`src/rtl/tlc_pkg.sv`:
```
// Shared types for the traffic light controller: phase enum, lamp codes and
// the phase-to-lamp decode used by the registered output stage.
package tlc_pkg;

   typedef enum logic [2:0] {
      ALL_RED_A = 3'd0,
      G1        = 3'd1,
      Y1        = 3'd2,
      ALL_RED_B = 3'd3,
      G2        = 3'd4,
      Y2        = 3'd5,
      FLASH     = 3'd6
   } tlc_state_e;

   localparam logic [2:0] LAMP_RED = 3'b100;
   localparam logic [2:0] LAMP_YEL = 3'b010;
   localparam logic [2:0] LAMP_GRN = 3'b001;
   localparam logic [2:0] LAMP_OFF = 3'b000;

   // Returns {light1, light2}; flash_off selects the dark half of FLASH.
   function automatic logic [5:0] lamp_of(tlc_state_e s, logic flash_off);
      logic [5:0] l;
      case (s)
         G1:      l = {LAMP_GRN, LAMP_RED};
         Y1:      l = {LAMP_YEL, LAMP_RED};
         G2:      l = {LAMP_RED, LAMP_GRN};
         Y2:      l = {LAMP_RED, LAMP_YEL};
         FLASH:   l = flash_off ? {LAMP_OFF, LAMP_OFF} : {LAMP_YEL, LAMP_YEL};
         default: l = {LAMP_RED, LAMP_RED};
      endcase
      return l;
   endfunction

endpackage

```
`src/rtl/tlc_phase_timer.sv`:
```
// Loadable down-counter for phase timing; decrements on tick, stops at zero.
module tlc_phase_timer #(
   parameter int               CNT_W   = 6,
   parameter logic [CNT_W-1:0] RST_VAL = '0
) (
   input  logic             clk,
   input  logic             rst,
   input  logic             tick,
   input  logic             load,
   input  logic [CNT_W-1:0] load_val,
   output logic [CNT_W-1:0] count,
   output logic             zero
);

   assign zero = (count == '0);

   always_ff @(posedge clk or posedge rst) begin
      if (rst)
         count <= RST_VAL;
      else if (load)
         count <= load_val;
      else if (tick && !zero)
         count <= count - CNT_W'(1);
   end

endmodule

```
`src/rtl/traffic_light_ctrl.sv`:
```
// Two-road traffic light sequencer with night flashing mode.
// Optional pedestrian walk phase is built in when TLC_PED_EN is defined.
//
//  state     | meaning
//  ----------+---------------------------------------------------------
//  ALL_RED_A | clearance before road 1 green (walk phase if ped latched)
//  G1        | road 1 green
//  Y1        | road 1 yellow
//  ALL_RED_B | clearance before road 2 green (walk phase if ped latched)
//  G2        | road 2 green
//  Y2        | road 2 yellow
//  FLASH     | night mode, both roads flash yellow
module traffic_light_ctrl
   import tlc_pkg::*;
#(
   parameter int GREEN_T     = 25,
   parameter int YELLOW_T    = 5,
   parameter int ALL_RED_T   = 2,
   parameter int MIN_GREEN_T = 5,
   parameter int PED_T       = 10,
   parameter int CNT_W       = 6
) (
   input  logic             clk,
   input  logic             rst,
   input  logic             tick,
   input  logic             night_mode,
`ifdef TLC_PED_EN
   input  logic             ped_req,
   output logic             ped_walk,
`endif
   output logic [2:0]       light1,
   output logic [2:0]       light2,
   output logic [CNT_W-1:0] count
);

   localparam logic [CNT_W-1:0] GRN_LD  = CNT_W'(GREEN_T - 1);
   localparam logic [CNT_W-1:0] YEL_LD  = CNT_W'(YELLOW_T - 1);
   localparam logic [CNT_W-1:0] RED_LD  = CNT_W'(ALL_RED_T - 1);
   localparam logic [CNT_W-1:0] MING_LD = CNT_W'(MIN_GREEN_T - 1);
   localparam logic [CNT_W-1:0] MING    = CNT_W'(MIN_GREEN_T);
   localparam logic [CNT_W-1:0] PED_LD  = CNT_W'(PED_T - 1);

   tlc_state_e       state, state_nx;
   logic             flash, flash_nx;
   logic             ped_latch, ped_set, ped_clr;
   logic             ped_phase, ped_phase_nx;
   logic             load;
   logic [CNT_W-1:0] load_val;
   logic             zero;
   logic [5:0]       lamps_nx;

`ifdef TLC_PED_EN
   assign ped_set  = ped_req;
   assign ped_walk = ped_phase;
`else
   assign ped_set  = 1'b0;
`endif

   tlc_phase_timer #(
      .CNT_W   (CNT_W),
      .RST_VAL (RED_LD)
   ) u_timer (
      .clk      (clk),
      .rst      (rst),
      .tick     (tick),
      .load     (load),
      .load_val (load_val),
      .count    (count),
      .zero     (zero)
   );

   always_comb begin
      state_nx     = state;
      flash_nx     = flash;
      ped_phase_nx = ped_phase;
      ped_clr      = 1'b0;
      load         = 1'b0;
      load_val     = '0;
      if (tick) begin
         case (state)
            ALL_RED_A, ALL_RED_B: begin
               if (zero) begin
                  ped_clr      = ped_phase;
                  ped_phase_nx = 1'b0;
                  load         = 1'b1;
                  if (night_mode) begin
                     state_nx = FLASH;
                     flash_nx = 1'b0;
                     load_val = '0;
                  end else begin
                     state_nx = (state == ALL_RED_A) ? G1 : G2;
                     load_val = GRN_LD;
                  end
               end
            end
            G1, G2: begin
               if (night_mode || zero) begin
                  state_nx = (state == G1) ? Y1 : Y2;
                  load     = 1'b1;
                  load_val = YEL_LD;
               end else if (ped_latch && count >= MING) begin
                  // pedestrian waiting: cut the remaining green to the floor
                  load     = 1'b1;
                  load_val = MING_LD;
               end
            end
            Y1, Y2: begin
               if (zero) begin
                  state_nx     = (state == Y1) ? ALL_RED_B : ALL_RED_A;
                  ped_phase_nx = ped_latch;
                  load         = 1'b1;
                  load_val     = ped_latch ? PED_LD : RED_LD;
               end
            end
            FLASH: begin
               if (!night_mode) begin
                  state_nx     = ALL_RED_A;
                  ped_phase_nx = ped_latch;
                  load         = 1'b1;
                  load_val     = ped_latch ? PED_LD : RED_LD;
               end else begin
                  flash_nx = ~flash;
               end
            end
            default: begin
               state_nx = ALL_RED_A;
               load     = 1'b1;
               load_val = RED_LD;
            end
         endcase
      end
   end

   assign lamps_nx = lamp_of(state_nx, flash_nx);

   always_ff @(posedge clk or posedge rst) begin
      if (rst) begin
         state     <= ALL_RED_A;
         flash     <= 1'b0;
         ped_latch <= 1'b0;
         ped_phase <= 1'b0;
         light1    <= LAMP_RED;
         light2    <= LAMP_RED;
      end else begin
         state     <= state_nx;
         flash     <= flash_nx;
         ped_latch <= ped_set | (ped_latch & ~ped_clr);
         ped_phase <= ped_phase_nx;
         light1    <= lamps_nx[5:3];
         light2    <= lamps_nx[2:0];
      end
   end

endmodule

```
`config.mk`:
```
export PLATFORM = sky130hd
export DESIGN_NAME = traffic_light_ctrl
export DESIGN_NICKNAME = d
export VERILOG_FILES = /design/src/rtl/tlc_pkg.sv /design/src/rtl/tlc_phase_timer.sv /design/src/rtl/traffic_light_ctrl.sv
export SDC_FILE = /design/constraint.sdc
export NUM_CORES = 1
export LEC_CHECK = 0
export ABC_AREA = 1
export BUFFER_PORTS_ARGS = -buffer_cell sky130_fd_sc_hd__clkbuf_2
export CAP_MARGIN = 0
export CORE_UTILIZATION = 60
export CTS_BUF_LIST = sky130_fd_sc_hd__clkbuf_2 sky130_fd_sc_hd__clkbuf_4 sky130_fd_sc_hd__clkbuf_8
export DETAILED_ROUTE_END_ITERATION = 8
export PLACE_DENSITY = 0.81
export SLEW_MARGIN = 10
export SYNTH_ARGS = -nofsm -noshare
export SYNTH_HDL_FRONTEND = slang
export SYNTH_SLANG_ARGS = --single-unit
```
`constraint.sdc`:
```
create_clock -name clk -period 4 [get_ports clk]
set_input_delay 0.4 -clock clk [delete_from_list [all_inputs] [get_ports clk]]
set_output_delay 0.4 -clock clk [all_outputs]
set_load 0.005 [all_outputs]
```
==> run_results.csv, run 1 <==
group,metric,value,unit
floorplanning,rows,16,
timing,drv_slew,0,
yosys,ys_seq_area_share,35.1,%
timing,tns,0,ps
placement,dpl_cell_area,1380,sq um
timing,period_share,48.3,%
route,drtIter0Drc,33,
clock_network,htree_levels,1,
clock_network,cts-root-buf,"clkbuf_4",
setup_path,critPathLaunchType,"register",
global_route,antenna_found_initial,0,
final_layout,multi_input_area,727,sq um
setup_path,crit_start,"u_timer.count[0]",
floorplanning,fp.coreArea,2000,sq um
floorplanning,dieHeight,48.4,um
timing,fin_worst_skew,7.15,ps
final_layout,num-fill-cells,167,
pwr,leakage,0.732,nW
clock_network,clk_latency,300,ps
route,met3WireLength,166,um
timing,worst_pin_slew,658,ps
route,ant_nets,0,
clock_network,cts-buffers-inserted,3,
floorplanning,ioPinCount,16,
route,vias,1140,
timing,max_freq,517,MHz
route,drt-met1-wl,1040,um
route,drc,0,
placement,io_buffers,15,
floorplanning,initial_core_util,64.6,%
route,viasPerCell,5.45,
global_route,grt_pass1_vias,1111,
final_layout,most-common-layout-cells,"nand2_1, inv_1, dfrtp_1, clkbuf_2, nand3_1",
timing,setup_slack,2070,ps
setup_path,critPathKind,"reg2reg",
route,highest_layer,"met4",
setup_path,crit_arrival,2170,ps
pwr,peakVddDrop,464,uV
timing,hold_viol,0,
route,wl_per_cell,12.6,um
setup_path,critPathRequiredTime,4240,ps
floorplanning,die-area,2340,sq um
run,cap_violations,0,
clock_network,cts_buffer_depth,2,
clock_network,clk_pin_slew,110,ps
yosys,synthesis.nets,173,
clock_network,cts_tree,"built",
yosys,synth.distinct_cells,33,
placement,post-dp-hpwl,2090,um
placement,gp_congestion,0.902,
min_path,hold_path.class,"in2async",
outcome,status,"complete, no violations",
yosys,synth.avg_cell_area,7.79,sq um
final_layout,ff_latch_area,454,sq um
yosys,synth_seq_cells,18,
floorplanning,die_w,48.4,um
final_layout,design_area,1420,sq um
final_layout,final_nets,190,
final_layout,final_common_cell,"nand2_1",
global_route,grt_usage,25.7,%
final_layout,syn2layout_area_growth,9.87,%
global_route,grt_max_degree,19,
clock_network,clock_sinks,18,
yosys,yosys_warnings,0,
route,drtPass1Iterations,5,
final_layout,antennaDiodeCount,0,
global_route,grt_pass1_wl,4730,um
setup_path,r2r_start,"u_timer.count[0]",
setup_path,crit_fanout,9,
setup_path,r2r_slack,2070,ps
timing,min_period,1930,ps
yosys,netlist_area,1290,sq um
setup_path,worst_setup_path_end_kind,"register",
timing,setup_viol_count_final,0,
route,wl_met2,1400,um
clock_network,ctsResizeCount,0,
pwr,power_per_cell_area,846,nW/um^2
yosys,syn_inst,166,
global_route,grt_overflow,0,
timing,slew_headroom,56.1,%
timing,rsz0062_at_grt,"no",
clock_network,post_cts_buffers,0,
placement,place_ws,2080,ps
route,totalWireLength,2630,um
final_layout,drive_above_1_share,31.9,%
clock_network,postCtsHoldBufs,0,
[where the power goes]
part / switching, W / internal (W)
clock: 0.0000583 / 0.0000555
sequential: 0.0000706 / 0.000268
combinational: 0.000476 / 0.000273
[final timing paths]
path / end / cells past startpoint
worst max-delay path: light1[2] / 10
worst min-delay path: ped_latch / 2
worst max register to register: light1[2] / 10
worst min register to register: ped_latch / 2
max in group asynchronous: u_timer.count[4] / 2
min in group clk: ped_latch / 2
[routing by layer]
| layer | vias up | track usage, % |
|---|---|---|
| li1 | 569 | - |
| met1 | 523 | 30.6 |
| met2 | 44 | 48.4 |
| met3 | 4 | 4.72 |
| met4 | 0 | 4.90 |
| met5 | - | 0 |
[critical path, cell delays in order, from the launching register on]
cell	delay [ps]
dfstp_2	570
inv_1	80
ha_1	270
nand3_4	160
nand2_2	90
a21oi_1	170
nand2_2	110
a21oi_2	210
nand3_2	120
nand2_1	70
inv_1	40
[cells in the mapped netlist (all sizes together)]
cell    count  share of area [%]
xor2        3                2.0
o21ai      17                8.3
a21boi      2                1.5
dfrtp      15                 29
nand3b      2                1.2
ha          3                2.9
o21a        1               0.58
buf         3                1.4
xnor2       1               0.68
a21oi       6                3.2
nand2      49                 20
o31ai       1               0.58
nand3      17                8.3
inv        25                7.3
nor3        3                1.2
nor2       13                5.1
a31oi       1               0.48
dfstp       3                6.1
o211ai      1               0.58
[through the flow]
step	util, %	std cells	power [W]	hold slack [ps]
final	70.9	209	0.00120	154
after floorplan	-	166	0.000919	336
after global routing	70.9	209	0.00131	231
after global placement	69.1	205	0.00106	497
after detailed placement	69.1	205	0.00109	504
after CTS	70.9	209	0.00120	170
[cell families (layout without fill, tap and decap cells)]
family / count (synthesis) / in the layout / share of synthesized area [%]
XOR/XNOR: 4 / 4 / 2.71
adder cells (fa/ha/maj): 3 / 3 / 2.90
buffers and inverters: 28 / 44 / 8.62
AND/OR/NAND/NOR: 84 / 84 / 35.4
AO/OA/AOI/OAI: 29 / 29 / 15.2
flip-flops: 18 / 18 / 35.1
[registers in the layout (all words and copies together), names as in the netlist]
name,count
ped_latch,1
flash,1
state,3
ped_phase,1
u_timer.count,6
light1,3
light2,3
[final cells by class]
| type | count | share of cell area [%] |
|---|---|---|
| multi-input cells | 120 | 51.2 |
| flip-flops and latches | 18 | 32.0 |
| well taps | 27 | 2.38 |
| clock buffers | 4 | 2.56 |
| repair buffers | 15 | 5.29 |
| inverters | 25 | 6.61 |
Note: power is estimated with default switching activity, not from simulation.
==> run 2: changes to the inputs <==
Settings changed: CORE_UTILIZATION 60 to 59, PLACE_DENSITY 0.81 to 0.8.
Clock period 4 ns to 1.9 ns, I/O delays scaled along.
==> run_results.csv, run 2 (synthesized netlist as in run 1, its figures left out) <==
group,metric,value,unit
setup_path,critPathLaunchType,"register",
placement,place_ws,-9.62,ps
global_route,antenna_found_initial,0,
final_layout,final_util,74.9,%
floorplanning,die_w,48.8,um
min_path,hold_path.class,"in2reg",
clock_network,clock_sinks,18,
final_layout,regMostFlops,"u_timer.count",
timing,min_period,1820,ps
pwr,power,0.00270,W
global_route,grt_max_degree,19,
clock_network,clk_latency,290,ps
floorplanning,initial_core_util,64.6,%
setup_path,r2r-end,"u_timer.count[5]",
global_route,grt_overflow,0,
route,drtIter0Drc,33,
timing,setup_slack,76.9,ps
floorplanning,dieHeight,48.8,um
setup_path,critPathKind,"reg2reg",
timing,setup_viol_count_final,0,
final_layout,antennaDiodeCount,0,
setup_path,worst_setup_path_end_kind,"register",
pwr,leakage,0.756,nW
timing,max_freq,549,MHz
route,drtPass1Iterations,4,
setup_path,r2r_cells,12,
timing,fin_worst_skew,3.81,ps
final_layout,drive_above_1_share,36.0,%
route,ant_nets,0,
clock_network,cts-root-buf,"clkbuf_4",
route,wl_per_cell,13.4,um
placement,post-dp-hpwl,2090,um
setup_path,r2r_start,"u_timer.count[0]",
final_layout,most-common-layout-cells,"nand2_1, inv_1, dfrtp_1, clkbuf_2, nand3_1",
setup_path,crit_fanout,9,
clock_network,cts_tree,"built",
route,totalWireLength,2850,um
clock_network,cts_buffer_depth,2,
placement,gp_congestion,0.941,
route,vias,1166,
timing,period_share,96.0,%
global_route,grt_usage,25.7,%
setup_path,r2r_slack,80,ps
global_route,grt_pass1_wl,4750,um
global_route,grt_pass1_vias,1117,
final_layout,largest_reg_flops,6,
floorplanning,fp.coreArea,2000,sq um
floorplanning,rows,16,
pwr,power_per_cell_area,1800,nW/um^2
final_layout,ff_latch_area,454,sq um
timing,worst_pin_slew,691,ps
final_layout,syn2layout_area_growth,16.1,%
timing,hold_viol,0,
timing,drv_slew,0,
placement,dpl_cell_area,1390,sq um
timing,slew_headroom,53.9,%
run,cap_violations,0,
route,viasPerCell,5.47,
setup_path,crit_start,"u_timer.count[0]",
final_layout,num-fill-cells,141,
outcome,status,"complete, no violations",
pwr,peakVddDrop,979,uV
setup_path,cp-endpoint,"u_timer.count[5]",
setup_path,critPathRequiredTime,2080,ps
placement,io_buffers,15,
final_layout,final_common_cell,"nand2_1",
setup_path,crit_arrival,2010,ps
final_layout,final_nets,194,
final_layout,multi_input_area,782,sq um
floorplanning,die-area,2380,sq um
clock_network,cts-buffers-inserted,3,
clock_network,clk_pin_slew,110,ps
clock_network,htree_levels,1,
floorplanning,ioPinCount,16,
final_layout,design_area,1500,sq um
route,drc,0,
==> run 2: cell types whose count changed in the layout (fill, tap and decap cells not counted), sizes merged <==
cell / previous run / this run
buf: 0 / 2
dlygate4sd3: 0 / 1
nand3: 17 / 18
==> run 2: power by group <==
part / switching (W) / internal (W) / total (W)
combinational: 0.00109 / 0.000652 / 0.00175
sequential: 0.000150 / 0.000564 / 0.000714
clock: 0.000124 / 0.000117 / 0.000240
==> run 2: through the flow <==
step / instances / hold slack [ps] / setup TNS (ps)
after CTS: 211 / 378 / 0
final: 213 / 397 / 0
after detailed placement: 206 / 302 / -9.62
after floorplan: 166 / 126 / 0
after global routing: 213 / 391 / -122
after global placement: 206 / 293 / 0
==> run 2: worst min-delay path by stage <==
stage               start          endpoint  slack, ps  depth (start not counted)
2_1_floorplan         rst             flash        130                          1
3_3_place_gp          rst  u_timer.count[1]        290                          2
3_5_place_dp          rst  u_timer.count[1]        300                          2
4_1_cts        night_mode          state[2]        380                          5
5_1_grt        night_mode          state[2]        390                          5
6_report       night_mode          state[2]        400                          5
==> run 2: repair_timing <==
| action | in CTS | in global routing |
|---|---|---|
| cloned | 0 | 1 |
| buffers inserted | 0 | 1 |
| hold endpoints to repair | 15 | 0 |
| hold buffers | 1 | 0 |
| setup endpoints to repair | 3 | 9 |
| resized for setup | 1 | 10 |
| pin swaps | 0 | 2 |
==> run 2: metal layers <==
metal / routed length (um) / part of all wire [%] / up-vias / GRT usage, %
met5: 0 / 0 / - / 0
met4: 12 / 0.42 / 0 / 4.41
met3: 186 / 6.5 / 2 / 4.67
met2: 1480 / 52 / 49 / 44.7
met1: 1170 / 41 / 541 / 33.6
li1: - / - / 574 / -
==> run 2: final cells by class <==
| cell class | instances | share of cell area, % |
|---|---|---|
| tap | 27 | 2.25 |
| timing repair buffer | 18 | 6.67 |
| multi-input combinational | 121 | 52.1 |
| sequential | 18 | 30.3 |
| clock buffer | 4 | 2.42 |
| inverter | 25 | 6.26 |
==> run 2: worst max-delay path, stage by stage (launching register included) <==
cell and delay (ps):
dfstp_2 540, inv_1 90, ha_4 210, nand3_4 110
nand2_2 90, inv_2 50, nand2_1 50, nand2_2 100
nand2_4 90, nand2_8 100, nand2_8 90, nand3b_1 110
o21ai_1 70
